--- src/rtl/spi_periph_bridge.sv ---
// SPI (mode 0) peripheral to register-bus bridge: 16-bit frames {rw, 3'bx, addr[3:0], data[7:0]}.
// Writes pulse reg_write after the 16th bit; reads return reg_rdata[addr] MSB first on bits 9..16.
module spi_periph_bridge (
    input  logic       clk,
    input  logic       rst_n,
    input  logic       spi_cs_n,
    input  logic       spi_clk,
    input  logic       spi_mosi,
    output logic       spi_miso,
    output logic [3:0] reg_addr,
    output logic [7:0] reg_wdata,
    output logic       reg_write,
    input  logic [7:0] reg_rdata
);

    // IDLE: no frame | CMD: bits 1..8 | DATA: bits 9..16 | DONE: frame complete, wait for cs_n high
    typedef enum logic [1:0] {IDLE, CMD, DATA, DONE} state_t;

    state_t      state_q, state_d;
    logic        sclk_prev_q, cs_prev_q;
    logic [4:0]  bit_cnt_q, bit_cnt_d;
    logic [7:0]  rx_q, rx_d;
    logic [7:0]  tx_q, tx_d;
    logic        is_write_q, is_write_d;
    logic        load_tx_q, load_tx_d;
    logic        miso_en_q, miso_en_d;
    logic [3:0]  addr_q, addr_d;
    logic [7:0]  wdata_q, wdata_d;
    logic        write_q, write_d;
    logic        sclk_rise, sclk_fall;

    assign sclk_rise = spi_clk & ~sclk_prev_q;
    assign sclk_fall = ~spi_clk & sclk_prev_q;

    always_ff @(posedge clk or negedge rst_n) begin
        if (!rst_n) begin
            state_q     <= IDLE;
            sclk_prev_q <= 1'b0;
            cs_prev_q   <= 1'b0;
            bit_cnt_q   <= 5'd0;
            rx_q        <= 8'd0;
            tx_q        <= 8'd0;
            is_write_q  <= 1'b0;
            load_tx_q   <= 1'b0;
            miso_en_q   <= 1'b0;
            addr_q      <= 4'd0;
            wdata_q     <= 8'd0;
            write_q     <= 1'b0;
        end else begin
            state_q     <= state_d;
            sclk_prev_q <= spi_clk;
            cs_prev_q   <= spi_cs_n;
            bit_cnt_q   <= bit_cnt_d;
            rx_q        <= rx_d;
            tx_q        <= tx_d;
            is_write_q  <= is_write_d;
            load_tx_q   <= load_tx_d;
            miso_en_q   <= miso_en_d;
            addr_q      <= addr_d;
            wdata_q     <= wdata_d;
            write_q     <= write_d;
        end
    end

    always_comb begin
        state_d    = state_q;
        bit_cnt_d  = bit_cnt_q;
        rx_d       = rx_q;
        tx_d       = tx_q;
        is_write_d = is_write_q;
        load_tx_d  = 1'b0;
        miso_en_d  = miso_en_q;
        addr_d     = addr_q;
        wdata_d    = wdata_q;
        write_d    = 1'b0;

        if (load_tx_q) begin
            tx_d = reg_rdata;
        end

        if (spi_cs_n) begin
            state_d   = IDLE;
            bit_cnt_d = 5'd0;
            miso_en_d = 1'b0;
        end else begin
            case (state_q)
                IDLE: begin
                    bit_cnt_d = 5'd0;
                    miso_en_d = 1'b0;
                    // cs_prev_q resets low, so cs_n held low across reset release never starts a frame
                    if (cs_prev_q) begin
                        state_d = CMD;
                    end
                end
                CMD: begin
                    if (sclk_rise) begin
                        rx_d      = {rx_q[6:0], spi_mosi};
                        bit_cnt_d = bit_cnt_q + 5'd1;
                        if (bit_cnt_q == 5'd7) begin
                            addr_d     = {rx_q[2:0], spi_mosi};
                            is_write_d = rx_q[6];
                            load_tx_d  = ~rx_q[6];
                            state_d    = DATA;
                        end
                    end
                end
                DATA: begin
                    if (sclk_fall && !is_write_q) begin
                        if (miso_en_q) begin
                            tx_d = {tx_q[6:0], 1'b0};
                        end
                        miso_en_d = 1'b1;
                    end
                    if (sclk_rise) begin
                        rx_d      = {rx_q[6:0], spi_mosi};
                        bit_cnt_d = bit_cnt_q + 5'd1;
                        if (bit_cnt_q == 5'd15) begin
                            state_d = DONE;
                            if (is_write_q) begin
                                wdata_d = {rx_q[6:0], spi_mosi};
                                write_d = 1'b1;
                            end
                        end
                    end
                end
                DONE: begin
                    state_d = DONE;
                end
                default: begin
                    state_d = IDLE;
                end
            endcase
        end
    end

    assign spi_miso  = (state_q == DATA) && miso_en_q && !is_write_q && tx_q[7];
    assign reg_addr  = addr_q;
    assign reg_wdata = wdata_q;
    assign reg_write = write_q;

endmodule

--- config.mk ---
export PLATFORM = sky130hd
export DESIGN_NAME = spi_periph_bridge
export DESIGN_NICKNAME = d
export VERILOG_FILES = /design/src/rtl/spi_periph_bridge.sv
export SDC_FILE = /design/constraint.sdc
export NUM_CORES = 1
export LEC_CHECK = 0
export CAP_MARGIN = 10
export CELL_PAD_IN_SITES_DETAIL_PLACEMENT = 1
export CELL_PAD_IN_SITES_GLOBAL_PLACEMENT = 2
export CORE_ASPECT_RATIO = 0.9
export CORE_MARGIN = 5
export CORE_UTILIZATION = 34
export CTS_BUF_LIST = sky130_fd_sc_hd__clkbuf_8
export DETAILED_ROUTE_END_ITERATION = 10
export PLACE_DENSITY_LB_ADDON = 0.1
export SLEW_MARGIN = 20
export SYNTH_ARGS = -nofsm -noshare
export SYNTH_HDL_FRONTEND = slang
export SYNTH_SLANG_ARGS = --single-unit
--- constraint.sdc ---
create_clock -name clk -period 1.7 [get_ports clk]
set_clock_uncertainty 0.15 [all_clocks]
set_input_delay 0.425 -clock clk [delete_from_list [all_inputs] [get_ports clk]]
set_output_delay 0.425 -clock clk [all_outputs]
set_load 0.03 [all_outputs]
==> flow_summary.ini <==
[clock_tree]
cts_inserted_buffers = 5
cts_root_buffer = clkbuf_8
clock_latency_ns = 0.29
cts_tree = built
cts_num_sinks = 40
cts_buffer_depth = 2
htreeDepth = 2
path_clk_slew_ns = 0.09

[critical_path]
slowest_stage = dfrtp_1
critPathRequiredTime_ns = 1.12
path_cells = inv_2 -> ha_4 -> nor2b_4 -> and3_4 -> buf_6
cp-start-kind = flop
cpPeakStageDelay_ns = 0.40
criticalPathCategory = reg2out
end_kind = output port
cp.arrival_ns = 1.36
critPathMaxFanout = 2

[yosys]
synthTopCellsByCount = dfrtp_1, mux2_2, a21oi_1
synth-main-ff-cell = dfrtp_1
netlist.area_leader.share_pct = 55.1
yosysWarnings = 0
ys_ff_latch = 40
synthArstFlopShare_pct = 100
synth_cell_types = 32
synthTopCellsByArea = dfrtp_1, mux2_2, mux2i_1
synth_edf_count = 0
syn-num-nets = 157
post-synth-top-count-cell = dfrtp_1
syn_avg_cell_area_um2 = 13.2
synth_area_um2 = 1820
ys_seq_area_share_pct = 55.1
syn_inst = 138
synth_area_leader_cell = dfrtp_1

[sta]
fmax_mhz = 517
slew_headroom_pct = 71.6
hold_viol = 0
rsz0062_at_grt = true
finalCritPeriodShare_pct = 114
fin_setup_tns_ns = -3.22
slew_violations = 0
setup_violations = 28
worst_pin_slew_ns = 0.427
timing.final.ws_setup_ns = -0.233
min_period_ns = 1.93

[placement]
place_congestion = 0.681
placed_cells = 249
hpwl_um = 2810
portBuffers = 26
post-place-ws_ns = -0.467

[route]
drt_iter0_drc = 25
avgRoutedWirePerCell_um = 15.7
totalWireLength_um = 4170
first_pass_iters = 3
vias = 1277
drc = 0
ant_nets = 0
viasPerCell = 4.82

[grt]
grt_overflow = 0
antenna_found_initial = 0
grt_pass1_wl_um = 7250
grt.total_usage_pct = 13.6
grt_pass1_vias = 1464
grt_start_max_net_pins = 41

[run_status]
outcome = complete, but fails checks
violations = setup timing

[floorplanning]
die_y_um = 79.4
start_util_pct = 34.8
die_w_um = 87.1
io_pins = 27
core_area_um2 = 5220
dieArea_um2 = 6910
rows = 25

[final_layout]
drive_above_1_share_pct = 47.5
nFillCells = 547
finalNonFillerCells = 265
diodes = 0
area_delta_synth_final_pct = 49.3
final_net_count = 216

[power_and_ir_drop]
power.density_nw_per_um2 = 1090
peakVddDrop_mv = 0.514
p_leak_nw = 1.34

[worst_hold_path]
hold_class = reg2reg

[flow_run]
maxCapViolCount = 0
## kinds of logic (layout without fill, tap and decap cells)
group | after synthesis | after routing | synth area share, %
AO/OA/AOI/OAI | 20 | 20 | 7.30
XOR/XNOR | 1 | 1 | 0.482
adder cells (fa/ha/maj) | 6 | 6 | 4.13
buffers and inverters | 10 | 70 | 2.34
flip-flops | 40 | 40 | 55.1
multiplexers | 29 | 29 | 18.4
AND/OR/NAND/NOR | 32 | 32 | 12.3
## path summary, 6_finish.rpt
| check | startpoint | end | slack (ns) | cells past startpoint |
|---|---|---|---|---|
| max | state_q[0] | spi_miso | -0.23 | 5 |
| min | reg_wdata[0] | reg_wdata[0] | 0.36 | 1 |
| max reg2reg | state_q[0] | bit_cnt_q[3] | -0.19 | 7 |
| min reg2reg | reg_wdata[0] | reg_wdata[0] | 0.36 | 1 |
| max in group asynchronous | rst_n | is_write_q | 0.73 | 3 |
| min in group asynchronous | rst_n | bit_cnt_q[1] | 0.47 | 3 |
## placed cells by master (no fill, tap or decap), types with 4 or more instances in the layout
| master | instances |
|---|---|
| nor2_2 | 6 |
| nand3_1 | 4 |
| clkdlybuf4s50_1 | 9 |
| clkbuf_8 | 5 |
| buf_4 | 20 |
| dlygate4sd2_1 | 15 |
| a21oi_1 | 6 |
| mux2_2 | 9 |
| inv_1 | 5 |
| dfrtp_1 | 40 |
| buf_6 | 7 |
| mux2_4 | 12 |
| a21oi_2 | 4 |
| mux2i_1 | 8 |
## per-layer routing
metal / global-route usage [%] / part of all wire (%) / vias up
met4: 5.14 / 1.2 / 0
met2: 22.2 / 52 / 19
met1: 17.3 / 43 / 647
li1: - / - / 607
met3: 3.51 / 3.8 / 4
met5: 0 / 0 / -
## flip-flops by register name, summed over array words and instances (netlist names), 2 cells and up
register and count:
tx_q 8, rx_q 7, reg_addr 4, reg_wdata 8, bit_cnt_q 5, state_q 2
## power breakdown
group / switching (mW) / internal, mW / leakage, nW
logic: 0.432 / 0.573 / 0.738
registers: 0.0908 / 1.05 / 0.547
clock network: 0.362 / 0.442 / 0.0548
total: 0.885 / 2.06 / 1.34
## per-stage QoR
| step | utilization, % | area (um2) | hold WS (ns) | total power [mW] |
|---|---|---|---|---|
| after floorplan | - | 1830 | -0.0206 | 1.49 |
| after global placement | 44.7 | 2330 | 0.263 | 1.80 |
| after detailed placement | 44.7 | 2330 | 0.263 | 1.83 |
| after CTS | 50.6 | 2640 | 0.363 | 2.93 |
| after global routing | 52.0 | 2710 | 0.381 | 3.12 |
| final | 52.0 | 2710 | 0.357 | 2.95 |
## critical path: cells and delay by family (launching register included)
family / cells / cell delay (ns)
and+or+nand+nor: 2 / 0.32
adders and majority gates: 1 / 0.14
buffers and inverters: 2 / 0.21
DFF: 1 / 0.40
## layout make-up
type / count / area [um2] / area share [%]
multi-input combinational: 88 / 966 / 35.6
inverter: 6 / 22.5 / 0.830
clock buffer: 5 / 68.8 / 2.54
timing repair buffer: 56 / 526 / 19.4
tap: 67 / 83.8 / 3.09
clock inverter: 3 / 46.3 / 1.71
sequential: 40 / 1000 / 36.9
## repair_timing
action	4_1_cts	5_1_grt
buffers inserted	8	3
hold buffers	1	0
pin swaps	11	9
resized for setup	47	16
hold endpoints to repair	40	0
setup endpoints to repair	48	36
Note: power is estimated with default switching activity, not from simulation.
==> edit 1 (config.mk and constraints unchanged) <==
Re-encode `state_t` (4 states) as one-hot, 4 bits wide.
--- a/src/rtl/spi_periph_bridge.sv
+++ b/src/rtl/spi_periph_bridge.sv
@@ -14,7 +14,7 @@
 );
 
     // IDLE: no frame | CMD: bits 1..8 | DATA: bits 9..16 | DONE: frame complete, wait for cs_n high
-    typedef enum logic [1:0] {IDLE, CMD, DATA, DONE} state_t;
+    typedef enum logic [3:0] {IDLE = 4'b0001, CMD = 4'b0010, DATA = 4'b0100, DONE = 4'b1000} state_t;
 
     state_t      state_q, state_d;
     logic        sclk_prev_q, cs_prev_q;
Check against the original RTL: no difference found for any inputs over 10 cycles, from zero or initial values and one cycle with rst_n low; not proved beyond that.
==> edit 1 against the original RTL <==
Critical path type unchanged. Design area increased by 9.5%. Highest routed layer unchanged. Global-route usage increased by 1.9 points. Register-to-register slack got worse by 0.16 ns. Routed wire length increased by 27%. Core utilization increased by 0.83 points. Synthesized cell count increased by 4.3%. Synthesized area increased by 6.9%. Via count increased by 16%. Non-clock buffer count increased by 20. The flow still finishes with violations (setup timing). Worst setup slack got worse by 0.15 ns. Sequential cell count increased by 2. Critical endpoint unchanged.
Power is not compared: it rests on default switching activity, and its combinational part moved more than twofold at a synthesized area within 25%.
==> edit 1: results (changes against the original RTL) <==
Logic power comb 0.000221 W; setup slack after layout -0.384 ns (-0.152 ns); Clock transition at path regs 0.08 ns; Vias/cell 5.10 (+5.8%); routability cong. 0.786 (+15%); # diodes 0 (unchanged); Commonest cells post-synth dfrtp_1 (41), mux2_2 (35), clkbuf_1 (5); multi-input gate count 90 (+2.3%); inverters 4 (-2); NetSw 0.000469 W; hold path start spi_clk; Crit path largest cell delay 0.43 ns (+0.03 ns); Clk. pwr 0.000634 W; CP startpoint state_q[3]$_DFFE_PN0P_; Reg-to-Reg Start state_q[0]$_DFFE_PN1P_; TNS Setup -9.93 ns (-6.70 ns); area of the multi-input gates 0.00104 mm2 (+7.9%); Leak 1.45 nW; total via count in the routed design 1478 (+16%); Cell variety after synth 41 (+28%); dpl cells 267 (+7.2%); sequential-to-total area share from yosys stat 54.2% (-0.91 points); Root Buffer clkbuf_8; clk sinks 42 (+5.0%); First-pass DRT Iterations 4 (+1); Clock buf/inv share 2.91% (-1.3 points); outcome finished with violations; Detail Placement HPWL 3440 um (+22%); Max VDD drop 0.000465 V; net count after synthesis 159 (+1.3%); DP Area 0.00257 mm2 (+10%); pre-CTS setup slack -0.674 ns (-0.208 ns); first-pass GRT wire length 8600 um (+19%); Non-clock buffer share 23.1% (+3.8 points); Area contributors post-synth dfrtp_1 (53%), mux2_2 (20%), nor4_4 (2.2%); Avg Inst Size Synth 13.5 um2 (+2.4%); Setup Viol. Count Final 39 (+39%); Relative slew margins 69.3% (-2.2 points); Worst-Skew Late Latency 0.29 ns (about the same); Area growth syn-to-layout 52.9%; register area 0.00105 mm2 (+5.1%); total wire length 5290 um (+27%); fillcell total 585 (+6.9%); Crit-path slowest cell dfrtp_1; initial antenna violation count 0 (unchanged); final net count 234 (+8.3%); fraction of layout cells with a size suffix above 1 50.9% (+3.4 points); vias in the first global route 1662 (+14%); # rows 26 (+4.0%); failing checks setup timing; largest net degree at the start of global routing 30 (-27%); CP delay by family, top simple AND/OR/NAND/NOR gates; DRT iter0 DRCs 36 (+44%); overall global routing resource usage 15.5% (+1.9 points); CP Max Fanout 4 (+2); Hold Path Class in2reg; Non-clock buffers 76 (+36%)
-- edit 1: cell count changes after synthesis, sizes merged, moves of 3 or more --
| cell | before | now |
|---|---|---|
| ha | 6 | 2 |
| nor2 | 9 | 1 |
| mux2i | 8 | 1 |
| mux2 | 21 | 35 |
| a21oi | 10 | 1 |
| clkbuf | 0 | 5 |
| nor4b | 0 | 4 |
| a211oi | 0 | 3 |
-- edit 1: routing by layer --
layer | track usage (%) | share of wire (%) | up-vias
met5 | 0 | 0 | -
met4 | 5.51 | 1.5 | 0
met3 | 3.51 | 4.1 | 10
met2 | 26.0 | 51 | 31
met1 | 19.5 | 43 | 759
li1 | - | - | 678
-- edit 1: kinds of logic (layout without fill, tap and decap cells) --
kind of cell | Yosys count | count (layout) | synth area share (%)
buf+inv | 12 | 88 | 2.45
flops | 42 | 42 | 54.2
xor+xnor | 4 | 4 | 1.80
compound gates | 14 | 14 | 5.54
mux | 36 | 36 | 20.8
fa+ha+maj | 2 | 2 | 1.29
simple gates | 34 | 34 | 14.0
-- edit 1: path summary, 6_finish.rpt --
check / endpoint / slack [ns] / depth (start not counted)
setup reg to reg: reg_wdata[4]$_DFFE_PN0P_ / -0.35 / 4
min in group asynchronous: state_q[1]$_DFFE_PN0P_ / 0.43 / 2
setup / recovery: spi_miso / -0.38 / 4
hold reg to reg: reg_addr[2]$_DFFE_PN0P_ / 0.36 / 1
hold / removal: sclk_prev_q$_DFF_PN0_ / 0.26 / 1
max in group asynchronous: rx_q[3]$_DFFE_PN0P_ / 0.50 / 3
-- edit 1: what timing repair did --
action,in CTS,in global routing
pin swaps,5,10
gates resized for setup,51,14
endpoints found under the setup margin,50,39
setup buffers,6,10
hold endpoints to repair,12,0
hold buffers,1,0
==> edit 2 (config.mk and constraints unchanged) <==
Without the edit above. Add an input register stage for `spi_cs_n`, `spi_mosi` and `reg_rdata`, cleared by the reset; this delays them by one clock.
--- a/src/rtl/spi_periph_bridge.sv
+++ b/src/rtl/spi_periph_bridge.sv
@@ -15,6 +15,22 @@
 
     // IDLE: no frame | CMD: bits 1..8 | DATA: bits 9..16 | DONE: frame complete, wait for cs_n high
     typedef enum logic [1:0] {IDLE, CMD, DATA, DONE} state_t;
+
+    logic spi_cs_n_q;
+    logic spi_mosi_q;
+    logic [7:0] reg_rdata_q;
+
+    always_ff @(posedge clk or negedge rst_n) begin
+        if (!rst_n) begin
+            spi_cs_n_q  <= '0;
+            spi_mosi_q  <= '0;
+            reg_rdata_q <= '0;
+        end else begin
+            spi_cs_n_q  <= spi_cs_n;
+            spi_mosi_q  <= spi_mosi;
+            reg_rdata_q <= reg_rdata;
+        end
+    end
 
     state_t      state_q, state_d;
     logic        sclk_prev_q, cs_prev_q;
@@ -49,7 +65,7 @@
         end else begin
             state_q     <= state_d;
             sclk_prev_q <= spi_clk;
-            cs_prev_q   <= spi_cs_n;
+            cs_prev_q   <= spi_cs_n_q;
             bit_cnt_q   <= bit_cnt_d;
             rx_q        <= rx_d;
             tx_q        <= tx_d;
@@ -75,10 +91,10 @@
         write_d    = 1'b0;
 
         if (load_tx_q) begin
-            tx_d = reg_rdata;
+            tx_d = reg_rdata_q;
         end
 
-        if (spi_cs_n) begin
+        if (spi_cs_n_q) begin
             state_d   = IDLE;
             bit_cnt_d = 5'd0;
             miso_en_d = 1'b0;
@@ -94,10 +110,10 @@
                 end
                 CMD: begin
                     if (sclk_rise) begin
-                        rx_d      = {rx_q[6:0], spi_mosi};
+                        rx_d      = {rx_q[6:0], spi_mosi_q};
                         bit_cnt_d = bit_cnt_q + 5'd1;
                         if (bit_cnt_q == 5'd7) begin
-                            addr_d     = {rx_q[2:0], spi_mosi};
+                            addr_d     = {rx_q[2:0], spi_mosi_q};
                             is_write_d = rx_q[6];
                             load_tx_d  = ~rx_q[6];
                             state_d    = DATA;
@@ -112,12 +128,12 @@
                         miso_en_d = 1'b1;
                     end
                     if (sclk_rise) begin
-                        rx_d      = {rx_q[6:0], spi_mosi};
+                        rx_d      = {rx_q[6:0], spi_mosi_q};
                         bit_cnt_d = bit_cnt_q + 5'd1;
                         if (bit_cnt_q == 5'd15) begin
                             state_d = DONE;
                             if (is_write_q) begin
-                                wdata_d = {rx_q[6:0], spi_mosi};
+                                wdata_d = {rx_q[6:0], spi_mosi_q};
                                 write_d = 1'b1;
                             end
                         end
Check against the original RTL: no difference found for any inputs over 10 cycles, from zero or initial values and one cycle with rst_n low; that may be too few to reach the edited logic, so the function may still have changed.
==> edit 2 against the original RTL <==
The run still ends with setup timing left. Worst setup slack better by 0.041 ns. Routed wire length up 12%. Core utilization down 2.8 points. Non-clock buffer count unchanged. Sequential cell count up 10. Total power up 7.6%. Synthesized area up 15%. Design area up 9.6%. Via count up 8.5%. Hold slack worse by 0.024 ns. Critical path type is now reg2reg.
==> edit 2: results (changes against the original RTL) <==
outcome finished with violations; failing checks setup timing; Detail Placement HPWL 3090 um (+9.8%); Setup Viol. Count Final 18 (-36%); Synth warnings 0 (unchanged); Hold EP load_tx_q$_DFF_PN0_; total via count in the routed design 1385 (+8.5%); area share of the largest cell type after synthesis 59.9% (+4.9 points); total wire length 4670 um (+12%); Clock Power Share 26.3% (-1.0 points); fraction of layout cells with a size suffix above 1 37.8% (-9.7 points); xor-xnor portion of the synthesized cell area 0.839% (+0.36 points); net count after synthesis 177 (+13%); overall global routing resource usage 12.9% (-0.71 points); Seq pwr share 44.7% (+6.1 points); Met2 Routed Length 2230 um (+3.7%); routability cong. 0.748 (+9.8%); Max VDD drop 0.000417 V (-19%); Power Dens Cells 1070 mW/mm2 (-1.8%); final net count 236 (+9.3%); Post-Synth Adder-Cell Area 4.19% (+0.065 points); First-pass DRT Iterations 4 (+1); CP startpoint bit_cnt_q[1]$_DFFE_PN0P_; slew at the pin closest to its max-slew limit 0.420 ns (-0.00612 ns); fillcell total 620 (+13%); Worst Path Arrival 1.93 ns (+0.57 ns); CP delay by family, top simple AND/OR/NAND/NOR gates; FF+latch count, synth 50 (+25%); sequential share of cell area 42.1% (+5.2 points); sequential-to-total area share from yosys stat 59.9% (+4.9 points); complex-gate fraction of the synthesized area 5.75% (-1.5 points); largest net degree at the start of global routing 51 (+24%); multi-input gate count 98 (+11%); crit path to reg_wdata[5]$_DFFE_PN0P_; metal1 wirelength 2180 um (+21%); Area contributors post-synth dfrtp_1 (60%), mux2_2 (12%), ha_1 (4.2%); Non-clock buffer share 17.6% (-1.7 points); DRT iter0 DRCs 19 (-24%); multi-input combinational area share 32.8% (-2.8 points); first-pass GRT wire length 7970 um (+9.9%); GR Util met1 17.3% (+0.028 points); vias in the first global route 1597 (+9.1%); WL/cell 16.1 um (+2.6%); Leak 1.37 nW (+2.6%); mux share of post-synthesis cell area 16.2% (-2.2 points); pre-CTS setup slack -0.563 ns (-0.0965 ns); met2 usage 20.6% (-1.7 points); Cell variety after synth 31 (-3.1%); DR WL met3 155 um (-3.1%); hold path start rx_q[6]$_DFFE_PN0P_; global-route track usage on met3 3.05% (-0.46 points); inverters 5 (-1); CP Max Fanout 9 (+7); Commonest cells post-synth dfrtp_1 (50), mux2_2 (22), nor2_1 (17); Avg Inst Size Synth 13.3 um2 (+0.96%); setup slack after layout -0.192 ns (+0.0406 ns); P_int 0.00226 W (+9.6%); Clock buf/inv share 3.70% (-0.54 points)
==> edit 2: kinds of logic (layout without fill, tap and decap cells) <==
| group | after synthesis | count (layout) |
|---|---|---|
| flip-flops | 50 | 50 |
| AND/OR/NAND/NOR | 39 | 39 |
| multiplexers | 31 | 31 |
| AO/OA/AOI/OAI | 19 | 19 |
| buffers and inverters | 9 | 69 |
| adder cells (fa/ha/maj) | 7 | 7 |
| XOR/XNOR | 2 | 2 |
==> edit 2: through the flow <==
step / TNS [ns] / hold slack, ns / area, um2
after floorplan: -2.30 / -0.0206 / 2090
after global placement: -13.15 / 0.281 / 2620
after detailed placement: -14.22 / 0.289 / 2620
after CTS: -2.96 / 0.338 / 2850
after global routing: -3.28 / 0.361 / 2970
final: -2.23 / 0.333 / 2970
==> edit 2: repair_timing <==
action | 4_1_cts | 5_1_grt
hold endpoints to repair | 50 | 0
hold buffers | 1 | 0
setup buffers | 1 | 4
resized for setup | 42 | 24
setup endpoints to repair | 42 | 36
pin swaps | 6 | 5
